===== config.mk =====
export PLATFORM = sky130hd
export DESIGN_NAME = imem_loader
export DESIGN_NICKNAME = d
export VERILOG_FILES = /design/src/rtl/mips_loader_pkg.sv /design/src/rtl/imem_loader_byte_packer.sv /design/src/rtl/imem_loader.sv
export SDC_FILE = /design/constraint.sdc
export NUM_CORES = 1
export LEC_CHECK = 0
export ABC_AREA = 0
export BUFFER_PORTS_ARGS = -buffer_cell sky130_fd_sc_hd__buf_2
export CAP_MARGIN = 20
export CORE_MARGIN = 2
export CORE_UTILIZATION = 52
export DETAILED_ROUTE_END_ITERATION = 6
export MAX_ROUTING_LAYER = met4
export PLACE_DENSITY = 0.74
export SLEW_MARGIN = 30
export SYNTH_ARGS = -nofsm -noshare
export SYNTH_HDL_FRONTEND = slang
export SYNTH_HIERARCHICAL = 1
export SYNTH_SLANG_ARGS = --single-unit

===== constraint.sdc =====
create_clock -name clk -period 3.99 [get_ports clk]
set_input_delay 0.798 -clock clk [delete_from_list [all_inputs] [get_ports clk]]
set_output_delay 0.798 -clock clk [all_outputs]
set_load 0.02 [all_outputs]

===== src/rtl/mips_loader_pkg.sv =====
// Shared types and constants for the instruction-memory boot loader.
package mips_loader_pkg;

  localparam int unsigned LOADER_CNT_W = 16;

  typedef enum logic [2:0] {
    IDLE,
    HDR0,
    HDR1,
    LOAD,
    DONE,
    ERROR
  } loader_state_t;

endpackage


===== src/rtl/imem_loader_byte_packer.sv =====
// Packs an MSB-first byte stream into 32-bit words; word_valid pulses
// combinationally with the 4th byte so the caller can register the write.
module byte_packer (
  input  logic        clk,
  input  logic        rst,
  input  logic        clear,
  input  logic        en,
  input  logic [7:0]  data,
  output logic        word_valid,
  output logic [31:0] word
);

  logic [23:0] shreg;
  logic [1:0]  byte_cnt;

  // Shift register and byte counter; partial words survive idle cycles.
  always_ff @(posedge clk or negedge rst) begin
    if (!rst) begin
      shreg    <= '0;
      byte_cnt <= '0;
    end else if (clear) begin
      shreg    <= '0;
      byte_cnt <= '0;
    end else if (en) begin
      shreg    <= {shreg[15:0], data};
      byte_cnt <= byte_cnt + 2'd1;
    end
  end

  // The completed word includes the byte arriving this cycle.
  always_comb begin
    word_valid = en && (byte_cnt == 2'd3);
    word       = {shreg, data};
  end

endmodule


===== src/rtl/imem_loader.sv =====
// Boot-time loader: receives a big-endian word count followed by that many
// big-endian instruction words, writes them to instruction memory from
// address 0, and holds the core in reset until the image is complete.
module imem_loader
  import mips_loader_pkg::*;
#(
  parameter int ADDR_W = 9,
  parameter int DEPTH  = 512
) (
  input  logic              clk,
  input  logic              rst,
  input  logic              in_valid,
  input  logic [7:0]        in_data,
  output logic              in_ready,
  input  logic              start,
  output logic              imem_we,
  output logic [ADDR_W-1:0] imem_addr,
  output logic [31:0]       imem_wdata,
  output logic [15:0]       words_loaded,
  output logic              done,
  output logic              error,
  output logic              core_rst_n
);

  loader_state_t state, next_state;

  logic                    fire;
  logic                    restart;
  logic                    pack_clear;
  logic                    pack_en;
  logic                    set_done;
  logic                    set_error;
  logic                    last_word;
  logic                    word_valid;
  logic [31:0]             word;
  logic [7:0]              count_hi;
  logic [LOADER_CNT_W-1:0] hdr_count;
  logic [LOADER_CNT_W-1:0] n;
  logic [LOADER_CNT_W-1:0] word_cnt;

  assign fire      = in_valid && in_ready;
  assign hdr_count = {count_hi, in_data};
  assign last_word = word_valid && ((word_cnt + 16'd1) == n);

  byte_packer u_packer (
    .clk        (clk),
    .rst        (rst),
    .clear      (pack_clear),
    .en         (pack_en),
    .data       (in_data),
    .word_valid (word_valid),
    .word       (word)
  );

  // State register.
  always_ff @(posedge clk or negedge rst) begin
    if (!rst) state <= IDLE;
    else      state <= next_state;
  end

  // Next-state logic.
  always_comb begin
    next_state = state;
    case (state)
      IDLE: next_state = HDR0;
      HDR0: if (fire) next_state = HDR1;
      HDR1: begin
        if (fire) begin
          if (hdr_count == '0)                            next_state = DONE;
          else if (hdr_count > LOADER_CNT_W'(DEPTH))      next_state = ERROR;
          else                                            next_state = LOAD;
        end
      end
      LOAD:  if (last_word) next_state = DONE;
      DONE:  if (start) next_state = HDR0;
      ERROR: if (start) next_state = HDR0;
      default: next_state = IDLE;
    endcase
  end

  // Per-state control outputs.
  always_comb begin
    in_ready   = (state == HDR0) || (state == HDR1) || (state == LOAD);
    restart    = ((state == DONE) || (state == ERROR)) && start;
    pack_clear = restart || (state == IDLE);
    pack_en    = fire && (state == LOAD);
    // done lags the DONE state by one cycle after a load so it follows the
    // final write strobe; an empty image sets it straight from HDR1.
    set_done   = (state == DONE) || ((state == HDR1) && fire && (hdr_count == '0));
    set_error  = (state == HDR1) && fire && (hdr_count > LOADER_CNT_W'(DEPTH));
  end

  // Header capture, word counter and registered write/status outputs.
  always_ff @(posedge clk or negedge rst) begin
    if (!rst) begin
      count_hi   <= '0;
      n          <= '0;
      word_cnt   <= '0;
      imem_we    <= 1'b0;
      imem_addr  <= '0;
      imem_wdata <= '0;
      done       <= 1'b0;
      error      <= 1'b0;
    end else begin
      imem_we <= 1'b0;
      if ((state == HDR0) && fire) count_hi <= in_data;
      if ((state == HDR1) && fire) n <= hdr_count;
      if (word_valid) begin
        imem_we    <= 1'b1;
        imem_addr  <= word_cnt[ADDR_W-1:0];
        imem_wdata <= word;
        word_cnt   <= word_cnt + 16'd1;
      end
      if (restart) begin
        word_cnt <= '0;
        done     <= 1'b0;
        error    <= 1'b0;
      end else begin
        if (set_done)  done  <= 1'b1;
        if (set_error) error <= 1'b1;
      end
    end
  end

  assign words_loaded = word_cnt;
  assign core_rst_n   = done;

endmodule


==> impl_metrics.env <==
export IMPL_grt_max_degree=65
export IMPL_leakage_nw=2.953
export IMPL_post_synth_inst_count=435
export IMPL_number_of_buffers_added_by_the_clock_tree_synthesis_step=17
export IMPL_synth_cell_type_count=56
export IMPL_synth_area_top_cells="sky130_fd_sc_hd__dfrtp_1 53%, sky130_fd_sc_hd__mux2_2 14%, sky130_fd_sc_hd__mux2i_1 4.9%, sky130_fd_sc_hd__nor2_1 3.5%, sky130_fd_sc_hd__xnor2_1 3.5%"
export IMPL_combinationalPowerShare_pct=30.0
export IMPL_ratio_of_cells_with_drive_above_1_in_the_final_layout_pct=36.84
export IMPL_grt_overflow=0
export IMPL_die_width_um=104.9
export IMPL_fmax_mhz=392.9
export IMPL_areaGrowthSynthToFinish_pct=18.40
export IMPL_finalCritPeriodShare_pct=63.79
export IMPL_floorplan_initialDensity_pct=53.87
export IMPL_insertedDiodeCount=0
export IMPL_grtUsageTotal_pct=22.12
export IMPL_drc_errors=0
export IMPL_wl_per_cell_um=17.26
export IMPL_outcome="finished clean"
export IMPL_r2r_start="words_loaded[0]$_DFFE_PN0P_"
export IMPL_detailedRoute_firstIterationViolations=210
export IMPL_seq_area_frac_synth_pct=53.45
export IMPL_synth_top_area_share_pct=53.45
export IMPL_critical_path_arrival_ns=2.92
export IMPL_cp_data_required_time_ns=4.36
export IMPL_clock_sinks=113
export IMPL_cts_htree_levels=4
export IMPL_first_pass_iters=4
export IMPL_synth_largest_area_cell="sky130_fd_sc_hd__dfrtp_1"
export IMPL_fp_dieH_um=104.9
export IMPL_ys_warn_count=6
export IMPL_post_synthesis_async_set_or_reset_flop_share_pct=100.0
export IMPL_sequentialPowerShare_pct=39.3
export IMPL_fin_setup_tns_ns=0
export IMPL_core_rowCount=36
export IMPL_worstSetupPathType="flop to flop"
export IMPL_setup_viol_count_final=0
export IMPL_clock_skew_final_ns=0.007171
export IMPL_vdd_ir_drop_worst_uv=398.3
export IMPL_number_of_pins_with_negative_max_slew_slack_in_the_final_report=0
export IMPL_fill_cells=780
export IMPL_rsz0062_at_grt="no"
export IMPL_syn_cell_area_um2=5290
export IMPL_io_buffers=73
export IMPL_pin_count=74
export IMPL_worst_slew_margin_rel_pct=41.57
export IMPL_synth_edff_count=0
export IMPL_cts_max_path_buffers=2
export IMPL_clock_latency_at_the_later_pin_of_the_worst_skew_pair_ns=0.51
export IMPL_multi_input_area_um2=2247
export IMPL_wirelength_um=11150
export IMPL_grt_pass1_vias=3596
export IMPL_endpoint_kind="flop"
export IMPL_yosys_register_bits=113
export IMPL_cts_tree="yes"
export IMPL_post_cts_repair_setup_buffers=0
export IMPL_power_internal_w=0.003196
export IMPL_cap_violations=0
export IMPL_proportion_of_power_drawn_by_the_clock_network_pct=30.7
export IMPL_dp_hpwl_um=7348
export IMPL_finalCoreUtilization_pct=63.79
export IMPL_switching_share_pct=34.48
export IMPL_synthFlopType="sky130_fd_sc_hd__dfrtp_1"
export IMPL_fp_coreArea_um2=9819
export IMPL_post_synth_cell_area_avg_um2=12.16
export IMPL_timing_critical_path_fanout_max=8
export IMPL_setup_worst_path_start="words_loaded[0]$_DFFE_PN0P_"
export IMPL_total_vias_in_the_final_route=3590
export IMPL_gp_congestion=0.8837
export IMPL_timing_final_crit_period_ns=2.545
export IMPL_cts_resized=0
export IMPL_drt_antenna_violating_nets=0
export IMPL_hold_viol=0
export IMPL_grt_pass1_wl_um=18480
export IMPL_cts_hold_repair_buffers=0
export IMPL_min_delay_path_class="input pin to asynchronous set/reset pin"
export IMPL_cts_clk_slew_worst_paths_ns=0.06
export IMPL_fin_nets=514
export IMPL_netSwitchingPower_w=0.001682
export IMPL_post_drt_via_cell_ratio=5.557
export IMPL_timing_worst_slew_pin_value_ns=0.8764
export IMPL_sequential_cell_area_um2=2828
export IMPL_critPathLaunchType="flop"
export IMPL_power_per_cell_area_nw_per_um2=778.9
export IMPL_syn_nets=449
export IMPL_cts_root_buffer_cell="sky130_fd_sc_hd__clkbuf_8"
export IMPL_dieArea_um2=11000
export IMPL_grt_antenna_before_repair=0
==> routing by layer <==
layer	wire [um]	vias to the layer above	track usage [%]	share of wire (%)
met3	546	13	5.178	4.9
met1	4871	1824	28.80	44
met2	5571	97	34.32	50
li1	-	1656	-	-
met4	159	0	7.619	1.4
met5	0	-	-	0
==> cell usage after synthesis (2+ instances only) <==
library cell and number:
sky130_fd_sc_hd__a21oi_1 9, sky130_fd_sc_hd__a31oi_1 2, sky130_fd_sc_hd__and2_1 2, sky130_fd_sc_hd__and3_1 3
sky130_fd_sc_hd__buf_1 3, sky130_fd_sc_hd__buf_12 2, sky130_fd_sc_hd__buf_2 8, sky130_fd_sc_hd__buf_4 11
sky130_fd_sc_hd__clkbuf_1 7, sky130_fd_sc_hd__dfrtp_1 113, sky130_fd_sc_hd__ha_1 2, sky130_fd_sc_hd__inv_1 5
sky130_fd_sc_hd__mux2_2 65, sky130_fd_sc_hd__mux2i_1 26, sky130_fd_sc_hd__nand2_1 17, sky130_fd_sc_hd__nand2b_1 2
sky130_fd_sc_hd__nand3_1 5, sky130_fd_sc_hd__nand3_2 3, sky130_fd_sc_hd__nand4_1 3, sky130_fd_sc_hd__nor2_1 50
sky130_fd_sc_hd__nor2b_1 5, sky130_fd_sc_hd__nor3_1 6, sky130_fd_sc_hd__nor3b_1 5, sky130_fd_sc_hd__nor4_1 7
sky130_fd_sc_hd__o211ai_1 3, sky130_fd_sc_hd__o21ai_0 6, sky130_fd_sc_hd__o311ai_0 2, sky130_fd_sc_hd__or3_1 5
sky130_fd_sc_hd__xnor2_1 21, sky130_fd_sc_hd__xor2_1 11
==> state kept, by name, summed over array words and instances, names as in the netlist, 2 cells and up <==
| register | cells |
|---|---|
| imem_addr | 9 |
| u_packer/shreg | 24 |
| imem_wdata | 32 |
| state | 3 |
| count_hi | 8 |
| n | 16 |
| words_loaded | 16 |
| u_packer/byte_cnt | 2 |
==> power groups by stage <==
stage	combinational, W	clock, W	sequential [W]
floorplan	0.000954	0	0.00203
global placement	0.00141	0	0.00190
detailed placement	0.00145	0	0.00193
CTS	0.00147	0.00151	0.00192
global route	0.00159	0.00157	0.00198
finish	0.00147	0.00150	0.00192
==> layout by cell type (no fill, tap or decap), drive strengths merged, types with 6 or more instances in the layout <==
| cell type | count |
|---|---|
| nand2 | 17 |
| xor2 | 11 |
| buf | 78 |
| nand3 | 8 |
| or3 | 6 |
| o21ai | 6 |
| mux2 | 65 |
| nor4 | 9 |
| nor3 | 7 |
| dfrtp | 113 |
| a21oi | 9 |
| nor2 | 51 |
| mux2i | 26 |
| xnor2 | 21 |
| clkbuf | 21 |
| inv | 6 |
==> layout make-up <==
cell class	count	share of cell area [%]
Multi-Input combinational cell	285	35.88
Sequential cell	113	45.15
Clock inverter	11	2.058
Clock buffer	21	7.491
Timing Repair Buffer	78	6.472
Tap cell	133	2.657
Inverter	5	0.2996
==> final timing paths <==
check	endpoint	slack [ns]	depth (start not counted)
setup reg to reg	state[1]$_DFFE_PN0P_	1.44	7
min in group clk	imem_wdata[22]$_DFFE_PN0P_	0.50	1
hold reg to reg	imem_wdata[22]$_DFFE_PN0P_	0.50	1
hold / removal	imem_wdata[30]$_DFFE_PN0P_	0.37	1
setup / recovery	state[1]$_DFFE_PN0P_	1.44	7
max in group asynchronous	core_rst_n$_DFFE_PN0P_	2.76	2
==> metrics by stage <==
step | hold slack, ns | area (um^2) | power [W] | cells | setup slack, ns
floorplan | 0.4787 | 5290 | 0.002980 | 435 | 1.222
global placement | 0.4843 | 5657 | 0.003314 | 614 | 1.247
detailed placement | 0.4908 | 5657 | 0.003384 | 614 | 1.177
CTS | 0.3941 | 6255 | 0.004904 | 646 | 1.483
global route | 0.4428 | 6264 | 0.005145 | 646 | 1.275
finish | 0.3701 | 6264 | 0.004879 | 646 | 1.445
==> critical path, stage by stage, from the launching register on <==
cell and delay (ns):
sky130_fd_sc_hd__dfrtp_1 0.50, sky130_fd_sc_hd__ha_1 0.34, sky130_fd_sc_hd__nand2_1 0.23, sky130_fd_sc_hd__or3_1 0.40
sky130_fd_sc_hd__o32a_1 0.29, sky130_fd_sc_hd__a22o_1 0.23, sky130_fd_sc_hd__nor4_4 0.30, sky130_fd_sc_hd__a221oi_1 0.12
==> logic make-up (layout without fill, tap and decap cells) <==
logic type | after synthesis | in the layout | synth area share, %
muxes | 91 | 91 | 18.76
AOI/OAI and AO/OA | 36 | 36 | 5.251
and+or+nand+nor | 124 | 124 | 12.42
adders and majority gates | 2 | 2 | 0.4730
DFF | 113 | 113 | 53.45
buffers and inverters | 37 | 115 | 4.352
xor gates and xnor gates | 32 | 32 | 5.298
(Power assumes the default switching activity.)
